<file path="config.mk">
export PLATFORM = sky130hd
export DESIGN_NAME = mem_access_ctrl
export DESIGN_NICKNAME = d
export VERILOG_FILES = /design/src/rtl/mem_access_pkg.sv /design/src/rtl/mem_access_ctrl_lane_align.sv /design/src/rtl/mem_access_ctrl.sv
export SDC_FILE = /design/constraint.sdc
export NUM_CORES = 1
export LEC_CHECK = 0
export BUFFER_PORTS_ARGS = -buffer_cell sky130_fd_sc_hd__buf_2
export CAP_MARGIN = 10
export CORE_ASPECT_RATIO = 0.8
export CORE_UTILIZATION = 54
export CTS_BUF_LIST = sky130_fd_sc_hd__clkbuf_16
export CTS_CLUSTER_DIAMETER = 50
export DETAILED_ROUTE_END_ITERATION = 16
export GPL_ROUTABILITY_DRIVEN = 0
export HOLD_SLACK_MARGIN = 0.15
export PLACE_DENSITY = 0.86
export SLEW_MARGIN = 20
export SYNTH_ARGS = -nofsm -noshare
export SYNTH_HDL_FRONTEND = slang
export SYNTH_SLANG_ARGS = --single-unit
</file>
<file path="constraint.sdc">
create_clock -name clk -period 3.5 [get_ports clk]
set_input_delay 0.35 -clock clk [delete_from_list [all_inputs] [get_ports clk]]
set_output_delay 0.35 -clock clk [all_outputs]
set_load 0.02 [all_outputs]
</file>
<file path="src/rtl/mem_access_pkg.sv">
// Shared definitions for the data-memory access sequencer.
// Size encodings match the control unit's StoreType/LoadType decode.
package mem_access_pkg;

    localparam logic [1:0] SIZE_WORD = 2'b00;
    localparam logic [1:0] SIZE_HALF = 2'b01;
    localparam logic [1:0] SIZE_BYTE = 2'b10;

    typedef enum logic [1:0] {
        ST_IDLE,
        ST_ACCESS,
        ST_RESP,
        ST_ERR
    } state_t;

endpackage

</file>
<file path="src/rtl/mem_access_ctrl_lane_align.sv">
// Byte-lane steering: enables, store replication, misalign check,
// and load extraction with sign/zero extension.
module lane_align
    import mem_access_pkg::*;
(
    input  logic [1:0]  size,
    input  logic [1:0]  lane,
    input  logic        sign_ext,
    input  logic [31:0] wdata,
    input  logic [31:0] rword,
    output logic [3:0]  be,
    output logic [31:0] wrep,
    output logic        bad,
    output logic [31:0] lval
);

    logic [7:0]  bsel;
    logic [15:0] hsel;

    assign bsel = rword[{lane, 3'b000} +: 8];
    assign hsel = rword[{lane[1], 4'b0000} +: 16];

    // Decode size into lane enables, replicated data and extended load value.
    always_comb begin
        be   = 4'b0000;
        wrep = wdata;
        bad  = 1'b0;
        lval = rword;
        case (size)
            SIZE_WORD: begin
                be   = 4'b1111;
                wrep = wdata;
                bad  = (lane != 2'b00);
                lval = rword;
            end
            SIZE_HALF: begin
                be   = lane[1] ? 4'b1100 : 4'b0011;
                wrep = {2{wdata[15:0]}};
                bad  = lane[0];
                lval = {{16{sign_ext & hsel[15]}}, hsel};
            end
            SIZE_BYTE: begin
                be   = 4'b0001 << lane;
                wrep = {4{wdata[7:0]}};
                bad  = 1'b0;
                lval = {{24{sign_ext & bsel[7]}}, bsel};
            end
            default: begin
                be   = 4'b0000;
                bad  = 1'b1;
            end
        endcase
    end

endmodule

</file>
<file path="src/rtl/mem_access_ctrl.sv">
// Data-memory access sequencer: one request in, one done pulse out,
// with alignment checking and a bounded wait on the memory ack.
module mem_access_ctrl
    import mem_access_pkg::*;
#(
    parameter int TIMEOUT = 16
) (
    input  logic        clk,
    input  logic        reset,
    input  logic        req,
    input  logic        we,
    input  logic [1:0]  size,
    input  logic        sign_ext,
    input  logic [31:0] addr,
    input  logic [31:0] wdata,
    output logic        busy,
    output logic        done,
    output logic [31:0] rdata,
    output logic        addr_err,
    output logic        bus_err,
    output logic        mem_req,
    output logic        mem_we,
    output logic [31:0] mem_addr,
    output logic [3:0]  mem_be,
    output logic [31:0] mem_wdata,
    input  logic        mem_ack,
    input  logic [31:0] mem_rdata
);

    localparam int CW = (TIMEOUT > 2) ? $clog2(TIMEOUT) : 1;
    localparam logic [CW-1:0] LAST = CW'(TIMEOUT - 1);

    state_t      state, nstate;
    logic [CW-1:0] cnt;
    logic        we_q;
    logic [1:0]  size_q;
    logic        sign_q;
    logic [31:0] addr_q;
    logic [3:0]  be_q;
    logic [31:0] wdata_q;
    logic        tmo_q;
    logic [31:0] rdata_q;

    logic        idle;
    logic [1:0]  la_size;
    logic [1:0]  la_lane;
    logic        la_sign;
    logic [3:0]  la_be;
    logic [31:0] la_wrep;
    logic        la_bad;
    logic [31:0] la_lval;

    assign idle    = (state == ST_IDLE);
    assign la_size = idle ? size : size_q;
    assign la_lane = idle ? addr[1:0] : addr_q[1:0];
    assign la_sign = idle ? sign_ext : sign_q;

    lane_align u_align (
        .size     (la_size),
        .lane     (la_lane),
        .sign_ext (la_sign),
        .wdata    (wdata),
        .rword    (mem_rdata),
        .be       (la_be),
        .wrep     (la_wrep),
        .bad      (la_bad),
        .lval     (la_lval)
    );

    // State register.
    always_ff @(posedge clk) begin
        if (reset) state <= ST_IDLE;
        else       state <= nstate;
    end

    // Next-state logic and handshake/status outputs.
    always_comb begin
        nstate   = state;
        busy     = 1'b1;
        done     = 1'b0;
        addr_err = 1'b0;
        bus_err  = 1'b0;
        mem_req  = 1'b0;
        unique case (state)
            ST_IDLE: begin
                busy = 1'b0;
                if (req) nstate = la_bad ? ST_ERR : ST_ACCESS;
            end
            ST_ACCESS: begin
                mem_req = 1'b1;
                if (mem_ack)         nstate = ST_RESP;
                else if (cnt == LAST) nstate = ST_ERR;
            end
            ST_RESP: begin
                done   = 1'b1;
                nstate = ST_IDLE;
            end
            ST_ERR: begin
                done     = 1'b1;
                addr_err = ~tmo_q;
                bus_err  = tmo_q;
                nstate   = ST_IDLE;
            end
            default: nstate = ST_IDLE;
        endcase
    end

    // Request latch, timeout counter and load result capture.
    always_ff @(posedge clk) begin
        if (reset) begin
            cnt     <= '0;
            we_q    <= 1'b0;
            size_q  <= 2'b00;
            sign_q  <= 1'b0;
            addr_q  <= '0;
            be_q    <= '0;
            wdata_q <= '0;
            tmo_q   <= 1'b0;
            rdata_q <= '0;
        end else begin
            if (idle && req) begin
                cnt     <= '0;
                we_q    <= we;
                size_q  <= size;
                sign_q  <= sign_ext;
                addr_q  <= addr;
                be_q    <= la_be;
                wdata_q <= la_wrep;
                tmo_q   <= 1'b0;
            end else if (state == ST_ACCESS) begin
                if (mem_ack) begin
                    if (!we_q) rdata_q <= la_lval;
                end else begin
                    cnt <= cnt + 1'b1;
                    if (cnt == LAST) tmo_q <= 1'b1;
                end
            end
        end
    end

    assign rdata     = rdata_q;
    assign mem_we    = we_q;
    assign mem_addr  = {addr_q[31:2], 2'b00};
    assign mem_be    = be_q;
    assign mem_wdata = wdata_q;

endmodule

</file>
==> results.txt, run 1 <==
The flow ran to the end, and the final reports show no timing, DRC or antenna violations. Power spread over the standard cell area amounts to 526 nW/um2. The fmax came out at 356 MHz. Measured along the y axis, the die boundary spans 94.0 um.

Once layout is complete, the cells apart from fillers number 1055. The tree is rooted in a sky130_fd_sc_hd__clkbuf_16. The delay of the slowest cell on the worst path is ~600 ps. The sum of routed wire segments on met1 came out at 7.31 mm. The total chip power is 3.59 mW. Counting flops with a built-in enable in the synthesized netlist gives 0.

STA classifies the critical path endpoint as a flip-flop. The setup fix buffers added after clock tree synthesis is 0. The path with the worst hold slack has its endpoint at addr_q[10]. The number of instances in the placed design is 1039. Compared with the post-synthesis result, the final layout area differs by 19.7%. Counting cells, the worst reg-to-reg path comes to 7.

The area of the die came out at between 10000 and 15000 um2. The worst-case clock buffer depth is 2. The worst setup path is launched from a flip-flop.

The number of hold-slack violations in the final timing report is 0. For the worst setup path, the data required time is between 3000 and 4000 ps. The cell family contributing the most delay on the critical path is compound AO/OA/AOI/OAI gates. The arrival time at the worst endpoint came out at 3090 ps. The slew at the pin with the worst max-slew slack is 752 ps.

The number of clock sinks came out at between 100 and 150. The post-cts resize count came out at 0. The wire length of the first global-routing pass came out at 24.5 mm. The number of buffers added by the clock tree synthesis step came out at 9. For this design the static power due to leakage is 3.09 nW. VDD sags by at most 0.261 mV. The count of max-cap constraint violations is 0. The share of flip-flops with an asynchronous set or reset after synthesis is 0%. Setup repair after global routing left no endpoint under its margin. The clock skew is 9.61 ps. Wire segments on met2 add up to 7.14 mm in the final route.

Dividing the detail-routed via count by the number of cells gives 5.62. The initial cell density of the core is 55.5%. Clock-pin slew was measured on the worst setup and hold paths at 80 ps. Together, buffers and inverters on the worst path number 0. For this block, the initial DRC count from the detailed router was 697. The count of nets left with antenna violations once routing finished came out at 0. The number of top-level design ports came out at 210. Detailed routing placed a total of roughly 1.5 mm of wire on met3. The minimum setup slack among reg-to-reg paths is 690 ps. The final-stage net count is 1020.

Counting distinct cell types in the post-synthesis netlist gives 50. The finished cells cover 6830 um2. The initial antenna violation count is 0.

The insertion delay to the later sink of the worst-skew pair came out at 350 ps. In the final layout, the share of cells above drive strength 1 is 27.3%. The depth of the CTS H-tree came out at 3. The worst register-to-register path begins at state[1]. The CTS tree is done. The number of pins with negative max-slew slack in the final report came to 0. The detailed router used layers up to and including met4. For this design, the slowest cell found on the critical path is sky130_fd_sc_hd__ha_2.

Averaged over all synthesized cells, the footprint is roughly 7.4 um2. The total of endpoints with negative setup slack in the final report is 0. The netlist area before placement came out at roughly 5700 um2. The worst register-to-register path ends at rdata[25]. The first-pass iteration count of the detailed router is 5. In the synthesized netlist the dominant register cell turns out to be sky130_fd_sc_hd__dfxtp_1. The tightest min-delay check is of the input port to flip-flop type. The overall fraction of global-route tracks in use is 28.8%.

Synthesis handed over a netlist of roughly 770 instances. After synthesis, the cell types taking the most area are sky130_fd_sc_hd__dfxtp_1 (39%), sky130_fd_sc_hd__nand2_1 (9.7%), sky130_fd_sc_hd__a21oi_1 (8.0%). The number of register bits inferred by synthesis is roughly 110. For this run the aggregate overflow at the end of global routing stands at 0. After layout, the worst path uses 80.2% of the clock period. The depth of the worst hold-timing path came out at 3.

The detailed router placed 5926 vias in this run. The core region is 10300 um2. The final routed wirelength across all metal layers is 16.3 mm. The via count of the first global-routing pass is around 4.9k. The wire length per cell is about 15 um. Hold is met by around 230 ps. The shortest clock period the worst path allows after layout came out at 2810 ps.

The worst hold path begins at addr[10]. The critical path goes through nor2_2, mux2i_1, ha_2, a21oi_4, o211a_4, nor2_1, a21oi_1. Summed over all instances, the cell type with the most area after synthesis is sky130_fd_sc_hd__dfxtp_1. In this run the tightest slew margin relative to its limit is 49.6%.

The DRC violation count after routing came out at 0. Measured along the x axis, the die boundary spans between 100 and 150 um. The maximum fanout encountered on the critical timing path is 44. The detailed placement HPWL came out at approximately 11 mm.

The setup path with the least slack is of type flip-flop to flip-flop. The number of warnings printed during yosys synthesis came out at 0. The number of buffers inserted by port buffering came out at 207. The hold-fix buffer count after cts is 0. The share of Yosys cell area claimed by the top area cell type came out at 38.9%. The setup TNS is 0 ps. Once placement finished, the instance area stood at 6520 um2. The diode insertion count for antenna repair came out at 0. The number of placement rows came out at 33. The portion of the post-synthesis area used by sequential elements is 38.9%.

The maximum number of pins on one net before global-route repair is 56.
-- worst reg2reg max path: cells and delay by family, from the launching register on --
kind	cells	cell delay [ps]
AOI/OAI and AO/OA	3	970
and+or+nand+nor	2	360
adders and majority gates	1	600
DFF	1	320
muxes	1	480
-- layout by cell type, fill, tap and decap left out, types with 9 or more instances in the layout --
master	count
sky130_fd_sc_hd__buf_2	206
sky130_fd_sc_hd__nand2_1	147
sky130_fd_sc_hd__dfxtp_1	111
sky130_fd_sc_hd__a21oi_1	91
sky130_fd_sc_hd__nor2_1	90
sky130_fd_sc_hd__o21ai_0	41
sky130_fd_sc_hd__nor3_1	24
sky130_fd_sc_hd__a211oi_1	18
sky130_fd_sc_hd__nand3_1	17
sky130_fd_sc_hd__inv_1	13
sky130_fd_sc_hd__buf_4	13
sky130_fd_sc_hd__a31oi_1	12
sky130_fd_sc_hd__and3_1	9
sky130_fd_sc_hd__nand3b_1	9
sky130_fd_sc_hd__nand4_1	9
sky130_fd_sc_hd__clkbuf_16	9
-- cells by family after synthesis --
| kind of cell | synth area share, % |
|---|---|
| AND/OR/NAND/NOR | 26.8 |
| AO/OA/AOI/OAI | 21.9 |
| flip-flops | 38.9 |
| buffers and inverters | 9.97 |
| adder cells (fa/ha/maj) | 1.32 |
| XOR/XNOR | 0.460 |
| multiplexers | 0.548 |
| other | 0.0657 |
-- registers in the layout (all words and copies together), names as in the netlist --
signal / flops
addr_q: 32
mem_wdata: 32
rdata: 32
cnt: 4
mem_be: 4
size_q: 2
state: 2
mem_we: 1
sign_q: 1
tmo_q: 1
-- cells in the mapped netlist, types with 13 or more instances --
master and n:
sky130_fd_sc_hd__dfxtp_1 111, sky130_fd_sc_hd__nand3_1 17, sky130_fd_sc_hd__nand2_1 148, sky130_fd_sc_hd__buf_4 33
sky130_fd_sc_hd__a21oi_1 91, sky130_fd_sc_hd__a211oi_1 18, sky130_fd_sc_hd__o21ai_0 41, sky130_fd_sc_hd__nor2_1 90
sky130_fd_sc_hd__buf_2 14, sky130_fd_sc_hd__inv_1 13, sky130_fd_sc_hd__clkbuf_1 42, sky130_fd_sc_hd__nor3_1 24
-- metrics by stage --
| step | worst slack [ps] | util, % |
|---|---|---|
| 2_1_floorplan | 1100 | - |
| 3_3_place_gp | 934 | 63.4 |
| 3_5_place_dp | 760 | 63.4 |
| 4_1_cts | 728 | 66.5 |
| 5_1_grt | 527 | 66.5 |
| 6_report | 694 | 66.5 |
-- cell type report --
cell class	instances	area (um2)
clock inverter	7	88.8
multi-input combinational	555	2940
sequential	111	2220
tap	140	175
inverter	14	52.6
fill	918	3450
timing repair buffer	219	1130
clock buffer	9	225
-- how the worst max path moves through the flow --
| stage | from | to | slack (ps) | cells after the start |
|---|---|---|---|---|
| 2_1_floorplan | state[0] | mem_wdata[10] | 1100 | 9 |
| 4_1_cts | state[1] | rdata[25] | 730 | 7 |
| 6_report | state[1] | rdata[25] | 690 | 7 |
| 3_3_place_gp | state[1] | rdata[31] | 930 | 8 |
| 5_1_grt | state[1] | rdata[17] | 530 | 7 |
| 3_5_place_dp | state[1] | rdata[25] | 760 | 7 |
-- layer usage --
metal  global-route usage [%]  up-vias
met3                     5.94       33
met5                        0        -
met4                     8.12        0
met2                     42.6      319
li1                         -     2902
met1                     42.1     2672
-- power breakdown --
part,total (mW),internal (mW),switching [mW]
clock,1.08,0.572,0.508
combinational,1.08,0.348,0.728
sequential,1.44,1.38,0.0585
Note: power is estimated with default switching activity, not from simulation.
==> inputs of run 2 (changes only) <==
--- a/config.mk
+++ b/config.mk
@@ -5,16 +5,17 @@
 export SDC_FILE = /design/constraint.sdc
 export NUM_CORES = 1
 export LEC_CHECK = 0
+export ABC_AREA = 1
 export BUFFER_PORTS_ARGS = -buffer_cell sky130_fd_sc_hd__buf_2
 export CAP_MARGIN = 10
 export CORE_ASPECT_RATIO = 0.8
-export CORE_UTILIZATION = 54
+export CORE_UTILIZATION = 44
 export CTS_BUF_LIST = sky130_fd_sc_hd__clkbuf_16
 export CTS_CLUSTER_DIAMETER = 50
 export DETAILED_ROUTE_END_ITERATION = 16
 export GPL_ROUTABILITY_DRIVEN = 0
 export HOLD_SLACK_MARGIN = 0.15
-export PLACE_DENSITY = 0.86
+export PLACE_DENSITY = 0.76
 export SLEW_MARGIN = 20
 export SYNTH_ARGS = -nofsm -noshare
 export SYNTH_HDL_FRONTEND = slang
==> constraint.sdc (replaced) <==
create_clock -name clk -period 2.29 [get_ports clk]
set_input_delay 0.229 -clock clk [delete_from_list [all_inputs] [get_ports clk]]
set_output_delay 0.229 -clock clk [all_outputs]
set_load 0.02 [all_outputs]
==> run 2 against run 1 <==
  * Largest power group unchanged
  * Die area rose by 16%
  * Clock skew fell by 3.7 ps
  * Global-route usage fell by 2.8 points
  * Critical endpoint is now mem_wdata[9]
  * Worst setup slack got worse by 480 ps
  * Synthesized cell count fell by 1.2%
  * Sequential power rose by 53%
  * Critical path type unchanged
  * Combinational power rose by 83%
==> results.txt, run 2 <==
The initial antenna violation count is 0 (unchanged). The worst setup path is captured at a flip-flop. The CTS tree is done. The overall fraction of global-route tracks in use came to 26.0% (-2.8 points). The shortest clock period the worst path allows after layout is 2070 ps (-734 ps). The mean number of vias per cell is 5.24 (-6.8%). The detailed placement HPWL is 11.6 mm (+1.5%). Setup repair after global routing could not meet its margin everywhere. The detailed-route via count came out at 5790 (-2.3%). In the post-synthesis netlist, the cell with the most instances is sky130_fd_sc_hd__nand2_1. The library cell contributing the largest single delay on the critical path is sky130_fd_sc_hd__buf_4.

The antenna violation net count after detailed routing is 0 (unchanged). The number of buffers inserted by port buffering is 207 (unchanged). The number of instances in the synthesized netlist came out at 764 (-1.2%). The power density relative to cell area is 830 nW/um2 (+58%).

The cell sitting at the root of the clock tree is a sky130_fd_sc_hd__clkbuf_16. The net switching fraction of the power came out at 37.1% (+1.1 points). The portion of the post-synthesis area used by sequential elements is 41.0% (+2.0 points). The insertion delay to the later sink of the worst-skew pair is 350 ps (about the same).

The first-pass iteration count of the detailed router is 5 (unchanged). The biggest area contributor in the post-synthesis netlist is sky130_fd_sc_hd__dfxtp_1. The final-stage net count came out at 1063 (+4.2%). The worst relative slew slack is 61.7% (+12 points).

The diode insertion count for antenna repair came out at 0 (unchanged). The area of the core came out at 11800 um2 (+15%). The share of Yosys cell area claimed by the top area cell type was 41.0% (+2.0 points).

The setup TNS was 0 ps (unchanged). The fmax came out at 483 MHz (+35%). The slew at the pin with the worst max-slew slack is 571 ps (-181 ps).

The detailed router's first-iteration violation count is 393 (-44%). The commonest cells after synthesis are sky130_fd_sc_hd__nand2_1 (180), sky130_fd_sc_hd__dfxtp_1 (111), sky130_fd_sc_hd__a21oi_1 (86), sky130_fd_sc_hd__o21ai_0 (86), sky130_fd_sc_hd__nand3_1 (54). The sequential fraction of design power came out at 38.1% (-1.9 points). Yosys attributes the largest share of cell area to sky130_fd_sc_hd__dfxtp_1 (41%), sky130_fd_sc_hd__nand2_1 (12%), sky130_fd_sc_hd__a21oi_1 (7.9%). The number of placement rows is 35 (+6.1%).

The internal power of the cells is 3.65 mW (+59%). Leaving out fill and tap cells, the most frequent cells in the layout are sky130_fd_sc_hd__buf_2 (207), sky130_fd_sc_hd__nand2_1 (179), sky130_fd_sc_hd__dfxtp_1 (111). In the synthesized netlist the dominant register cell turns out to be sky130_fd_sc_hd__dfxtp_1. The reported leakage power is 3.58 nW (+16%). The maximum number of pins on one net before global-route repair came out at 49 (-13%). The signal on the critical path passes through nor2_2, o21ai_1, ha_1, buf_4, buf_4, a21oi_1, a21oi_1. The class of the most critical hold timing path is input port to flip-flop. The wire length per cell came out at 15.0 um (-2.7%). The number of hold-slack violations in the final timing report came out at 0 (unchanged). The number of clock sinks was 111 (unchanged).

The required time at the endpoint of the critical path came out at 2570 ps (-1210 ps). The ratio of cells with drive above 1 in the final layout is 28.8% (+1.5 points). The height of the die was 101 um (+7.8%). The critical path in this run is classified as flip-flop to flip-flop. The number of distinct standard cells referenced by the synthesized netlist came out at 33 (-34%).

The delay of the slowest cell on the worst path came out at 390 ps (-210 ps). The depth of the CTS H-tree is 3 (unchanged). The total of endpoints with negative setup slack in the final report is 0 (unchanged). The DRC violation count after routing came to 0 (unchanged). The via count of the first global-routing pass is 5226 (+7.2%).

The netlist area before placement was 5420 um2 (-5.0%). The number of buffers added by the clock tree synthesis step is 9 (unchanged). The average cell area after synthesis came out at 7.10 um2 (-3.9%). The net switching component of the power is 2.16 mW (+67%). The die extent in x is 126 um (+7.8%). The final global-route overflow total is 0 (unchanged). The layout overhead on the synthesized area came out at 29.0%. The clock skew is 5.90 ps (-3.72 ps). The combinational power share is 34.0% (+4.0 points). The count of fill cells added during filler insertion came out at 1097 (+19%). The final routed wirelength across all metal layers came to 16.6 mm (+2.0%).

The library cell used most frequently in the layout, excluding fill and tap cells, is sky130_fd_sc_hd__buf_2. The sequential cell area came out at 2220 um2 (unchanged). The relative contribution of the clock network to total power is 27.9% (-2.2 points).

The run finished with clean final reports. The total area of multi-input combinational cells is 2550 um2 (-13%). The post-CTS clock slew at the launch and capture registers of the worst setup and hold paths came out at 70 ps (about the same). The number of register bits inferred by synthesis came to 111 (unchanged). The share of flip-flops with an asynchronous set or reset after synthesis came to 0% (unchanged). The arrival time at the worst endpoint came out at 2350 ps (-740 ps). The number of synthesized flops with an enable pin came out at 0 (unchanged). The maximum fanout encountered on the critical timing path is 37 (-16%). The area of the die is 12800 um2 (+16%). The initial cell density of the core was 46.0% (-9.5 points). The number of pins with negative max-slew slack in the final report came out at 0 (unchanged). The number of top-level design ports is 210 (unchanged). The wire length of the first global-routing pass came out at 26.5 mm (+8.1%).

The worst-case vdd ir drop came to 0.500 mV (+91%). The count of max-cap constraint violations was 0 (unchanged). The number of warnings printed during yosys synthesis came out at 0 (unchanged). The worst setup path is launched from a flip-flop. The total chip power came out at 5.81 mW (+62%). The share of the clock period used by the worst path came out at 90.4% (+10 points).

The worst-case clock buffer depth was 2 (unchanged).
-- run 2: cell count changes in the layout (fill, tap and decap cells not counted), sizes merged, moves of 18 or more --
| cell | change |
|---|---|
| nor2 | -62 |
| inv | +45 |
| dlygate4sd3 | +32 |
| nand3 | +36 |
| o21ai | +54 |
| nor3 | -19 |
| nand2 | +39 |
| a211oi | -18 |
-- run 2: worst paths after layout --
kind / slack, ps / from / to / depth (start not counted)
setup / recovery: 220 / state[1] / mem_wdata[9] / 7
setup reg to reg: 220 / state[1] / mem_wdata[9] / 7
hold / removal: 180 / we / mem_we / 3
hold reg to reg: 470 / mem_wdata[22] / mem_wdata[22] / 2
-- run 2: logic make-up (layout without fill, tap and decap cells) --
group                      Yosys count  after routing  synth area share (%)
and+or+nand+nor                    280            280                  22.0
AOI/OAI and AO/OA                  226            226                  23.1
buffers and inverters              140            333                  12.5
DFF                                111            111                  41.0
adders and majority gates            6              6                  1.38
other                                1              2                0.0692
-- run 2: power by group through the flow --
stage                     Sequential, mW  Combinational, mW  Clock, mW
after floorplan                     2.40               1.20          0
after global placement              2.25               1.86          0
after detailed placement            2.26               1.88          0
after CTS                           2.21               1.94       1.66
after global routing                2.24               2.19       1.75
final                               2.21               1.98       1.62
-- run 2: stage by stage --
stage	area, um2	std cells	util, %	worst slack (ps)	hold slack [ps]
floorplan	5430	765	-	152	332
global placement	6350	1058	53.9	72.1	419
detailed placement	6350	1058	53.9	-53.2	422
CTS	6980	1106	59.2	85.9	167
global route	7000	1106	59.4	-30.5	179
finish	7000	1106	59.4	219	175
-- run 2: metal layers --
| metal | vias up | global-route usage [%] | wire length, um | share of wire [%] |
|---|---|---|---|---|
| met5 | - | 0 | 0 | 0 |
| met3 | 21 | 6.39 | 1360 | 8.2 |
| met1 | 2615 | 34.5 | 7580 | 46 |
| met4 | 0 | 7.60 | 287 | 1.7 |
| met2 | 276 | 42.1 | 7350 | 44 |
| li1 | 2878 | - | - | - |
-- run 2: area by class of cell --
| class | count | area share [%] |
|---|---|---|
| multi-input cells | 514 | 36.4 |
| flip-flops and latches | 111 | 31.8 |
| repair buffers | 258 | 21.7 |
| clock buffers | 9 | 3.22 |
| inverters | 59 | 3.16 |
| well taps | 148 | 2.65 |
| clock inverters | 7 | 1.13 |
-- run 2: critical path, delay by kind of cell (launching register included) --
family                   cells  cell delay, ps
AND/OR/NAND/NOR              1             220
flip-flops                   1             350
AO/OA/AOI/OAI                3             480
buffers and inverters        2             600
adder cells (fa/ha/maj)      1             350
-- run 2: repair_timing --
action / 4_1_cts / 5_1_grt
buffers inserted: 0 / 0
setup endpoints to repair: 19 / 35
gates resized for setup: 3 / 7
endpoints found under the hold margin: 32 / 0
pin swaps: 0 / 1
cloned: 0 / 0
hold buffers: 32 / 0
==> inputs of run 3 (changes only) <==
--- a/config.mk
+++ b/config.mk
@@ -6,7 +6,7 @@
 export NUM_CORES = 1
 export LEC_CHECK = 0
 export ABC_AREA = 1
-export BUFFER_PORTS_ARGS = -buffer_cell sky130_fd_sc_hd__buf_2
+export BUFFER_PORTS_ARGS = -buffer_cell sky130_fd_sc_hd__buf_4
 export CAP_MARGIN = 10
 export CORE_ASPECT_RATIO = 0.8
 export CORE_UTILIZATION = 44
==> run 3 against run 2 <==
  * Global-route usage grew 0.57 points
  * Total power grew 1.8%
  * Critical path depth grew 5
  * Sequential power is essentially flat
  * First-iteration DRC count grew 17%
  * Flip-flop and latch count is the same
  * Combinational power grew 9%
  * Via count shrank 0.85%
  * Fmax grew 0.42%
  * Largest power group unchanged
  * Highest routed layer unchanged
==> results.txt, run 3 (synthesis gave the netlist of run 2 again) <==
The maximum number of pins on one net before global-route repair is 51 (+4.1%). The setup fix buffers added after clock tree synthesis was 0 (unchanged). Walking the worst path, the cells encountered are dlygate4sd3_1, buf_4, nand2_1, o21ai_1, inv_1, ha_2, inv_2, nor2_4, nand2_1, nand3_1, nand2_4, a21oi_1.

The run finished with clean final reports. met2 is the most crowded layer. TritonCTS built the clock tree. The wire length of the first global-routing pass came out at 27.0 mm (+1.8%). The delay of the slowest cell on the worst path is 530 ps (+140 ps). The fmax is 485 MHz (+0.42%). The total chip power came out at 5.91 mW (+1.8%). The number of clock sinks came out at 111 (unchanged). The met3 track demand over resource was 5.86% (-0.53 points). The via count of the first global-routing pass is 5344 (+2.3%).

The sequential fraction of design power came to 37.6% (-0.5 points). The slew at the pin with the worst max-slew slack is 641 ps (+70.3 ps). The DRC violation count after routing is 0 (unchanged). The library cells used most frequently in the layout, excluding fill and tap cells, are sky130_fd_sc_hd__buf_4 (223), sky130_fd_sc_hd__nand2_1 (179), sky130_fd_sc_hd__dfxtp_1 (111). The number of placement rows is 35 (unchanged). The number of pins with negative max-slew slack in the final report is 0 (unchanged). The routing usage on met1 is 35.3% (+0.76 points). The detailed-route via count was 5741 (-0.85%).

The final global-route overflow total was 0 (unchanged). The family with the most delay on the worst path is buffers and inverters. On the critical path, the stage with the largest delay is an instance of sky130_fd_sc_hd__dlygate4sd3_1. The number of buffers and inverters on the critical path is 4 (+2). The antenna violation net count after detailed routing came out at 0 (unchanged). Leaving out fill and tap cells, the most frequent cell in the layout is sky130_fd_sc_hd__buf_4. The diode insertion count for antenna repair came out at 0 (unchanged). The worst relative slew slack is 57.0% (-4.7 points).

The height of the die came out at 101 um (unchanged). The net switching fraction of the power came out at 37.2% (+0.067 points). The required time at the endpoint of the critical path came out at 2570 ps (about the same).

The mean number of vias per cell is 5.18 (-1.0%). The initial antenna violation count came out at 0 (unchanged). The number of top-level design ports came out at 210 (unchanged). The sequential cell area is 2220 um2 (unchanged). The count of max-cap constraint violations is 0 (unchanged). The final instance area is 7540 um2 (+7.8%). The worst-case clock buffer depth is 2 (unchanged).

The root buffer cell chosen for the clock tree is sky130_fd_sc_hd__clkbuf_16. The number of buffers added by the clock tree synthesis step was 9 (unchanged). The final routed wirelength across all metal layers came out at 16.8 mm (+1.6%). The maximum fanout encountered on the critical timing path is 16 (-57%). The die extent in x was 126 um (unchanged). The area of the core came out at 11800 um2 (unchanged). The shortest clock period the worst path allows after layout came to 2060 ps (-8.75 ps).

The net switching component of the power came out at 2.20 mW (+1.9%). The layout overhead on the synthesized area came out at 39.1%. The start-to-end type of the worst setup path is input port to flip-flop. The combinational power share came out at 36.3% (+2.3 points). Setup repair after global routing left no endpoint under its margin. The detailed placement HPWL is 11.8 mm (+2.1%). The number of buffers inserted by port buffering is 207 (unchanged).

The wire length per cell is 15.2 um (+1.4%). The total placed instance area is 6890 um2 (+8.6%). The internal power of the cells came out at 3.71 mW (+1.6%). The count of fill cells added during filler insertion is 1057 (-3.6%). The total of endpoints with negative setup slack in the final report came out at 0 (unchanged). The area of the die came out at 12800 um2 (unchanged). The total area of multi-input combinational cells is 2550 um2 (about the same). The clock skew was 5.15 ps (-0.745 ps). The worst hold margin was 167 ps (-8.89 ps). The overall fraction of global-route tracks in use is 26.6% (+0.57 points).

The setup TNS came out at 0 ps (unchanged). The first-pass iteration count of the detailed router is 5 (unchanged). The share of the clock period used by the worst path came out at 90.1% (-0.38 points).

The ratio of cells with drive above 1 in the final layout is 28.9% (+0.044 points). The worst setup path is captured at a flip-flop. The reported leakage power came out at 3.68 nW (+2.9%).

The insertion delay to the later sink of the worst-skew pair is 350 ps (about the same). The detailed router's first-iteration violation count is 459 (+17%). The initial cell density of the core is 46.0% (unchanged). The post-placement setup slack came to -16.0 ps (+37.2 ps). In this run the worst hold path is classified as input port to flip-flop. The minimum setup slack in the final design was 227 ps (+8.75 ps). The number of hold-slack violations in the final timing report came out at 0 (unchanged). The minimum setup slack among reg-to-reg paths is 260 ps (+40 ps). The startpoint kind of the worst setup timing path is an input port. The cell type with the highest occurrence count on the critical path is sky130_fd_sc_hd__nand2_1. The depth of the CTS H-tree is 3 (unchanged). The relative contribution of the clock network to total power came out at 26.2% (-1.7 points).

The final-stage net count came out at 1065 (+0.19%). The post-CTS clock slew at the launch and capture registers of the worst setup and hold paths came out at 80 ps (about the same). The global-route met2 utilization came to 44.2% (+2.1 points). The power density relative to cell area is 784 nW/um2 (-5.6%). The arrival time at the worst endpoint came out at 2350 ps (about the same).

The worst-case vdd ir drop was 0.499 mV (-0.25%).
==> run 3: repair_timing <==
action	4_1_cts	5_1_grt
resized for setup	1	8
hold buffers	34	0
hold endpoints to repair	40	0
endpoints found under the setup margin	16	49
==> run 3: metrics by stage <==
| stage | instances | utilization [%] |
|---|---|---|
| after CTS | 1108 | 63.9 |
| final | 1108 | 64.0 |
| after global placement | 1058 | 58.5 |
| after floorplan | 765 | - |
| after detailed placement | 1058 | 58.5 |
| after global routing | 1108 | 64.0 |
==> run 3: layout make-up <==
cell class,count,share of cell area (%)
inverter,59,2.94
sequential,111,29.5
multi-input combinational,514,33.8
timing repair buffer,260,27.5
clock inverter,7,0.879
tap,148,2.45
clock buffer,9,2.99
==> run 3: routing by layer <==
metal	up-vias	share of wire, %
met2	262	45
met1	2586	45
met3	21	8.8
met4	0	1.4
li1	2872	-
met5	-	0
==> run 3: power groups by stage <==
stage                     Combinational [mW]  Sequential [mW]  Clock (mW)
after floorplan                         1.20             2.40           0
after global placement                  2.03             2.26           0
after detailed placement                2.05             2.26           0
after CTS                               2.11             2.22        1.58
after global routing                    2.36             2.24        1.65
final                                   2.15             2.22        1.55
==> run 3: worst paths after layout <==
check                                    from             to  cells after the start
worst max register to register       state[1]      rdata[20]                      9
worst min register to register  mem_wdata[16]  mem_wdata[16]                      2
worst min-delay path                  addr[0]      addr_q[0]                      3
worst max-delay path                  size[1]      rdata[20]                     12
==> run 3: worst register-to-register path: stages (launching register included) <==
cell and delay, ps:
sky130_fd_sc_hd__dfxtp_1 320, sky130_fd_sc_hd__nor2_2 200, sky130_fd_sc_hd__buf_4 200, sky130_fd_sc_hd__nand2_1 60
sky130_fd_sc_hd__o21ai_1 340, sky130_fd_sc_hd__nand2_1 180, sky130_fd_sc_hd__nand3_1 150, sky130_fd_sc_hd__nand3_1 120
sky130_fd_sc_hd__nand2_4 230, sky130_fd_sc_hd__a21oi_1 110
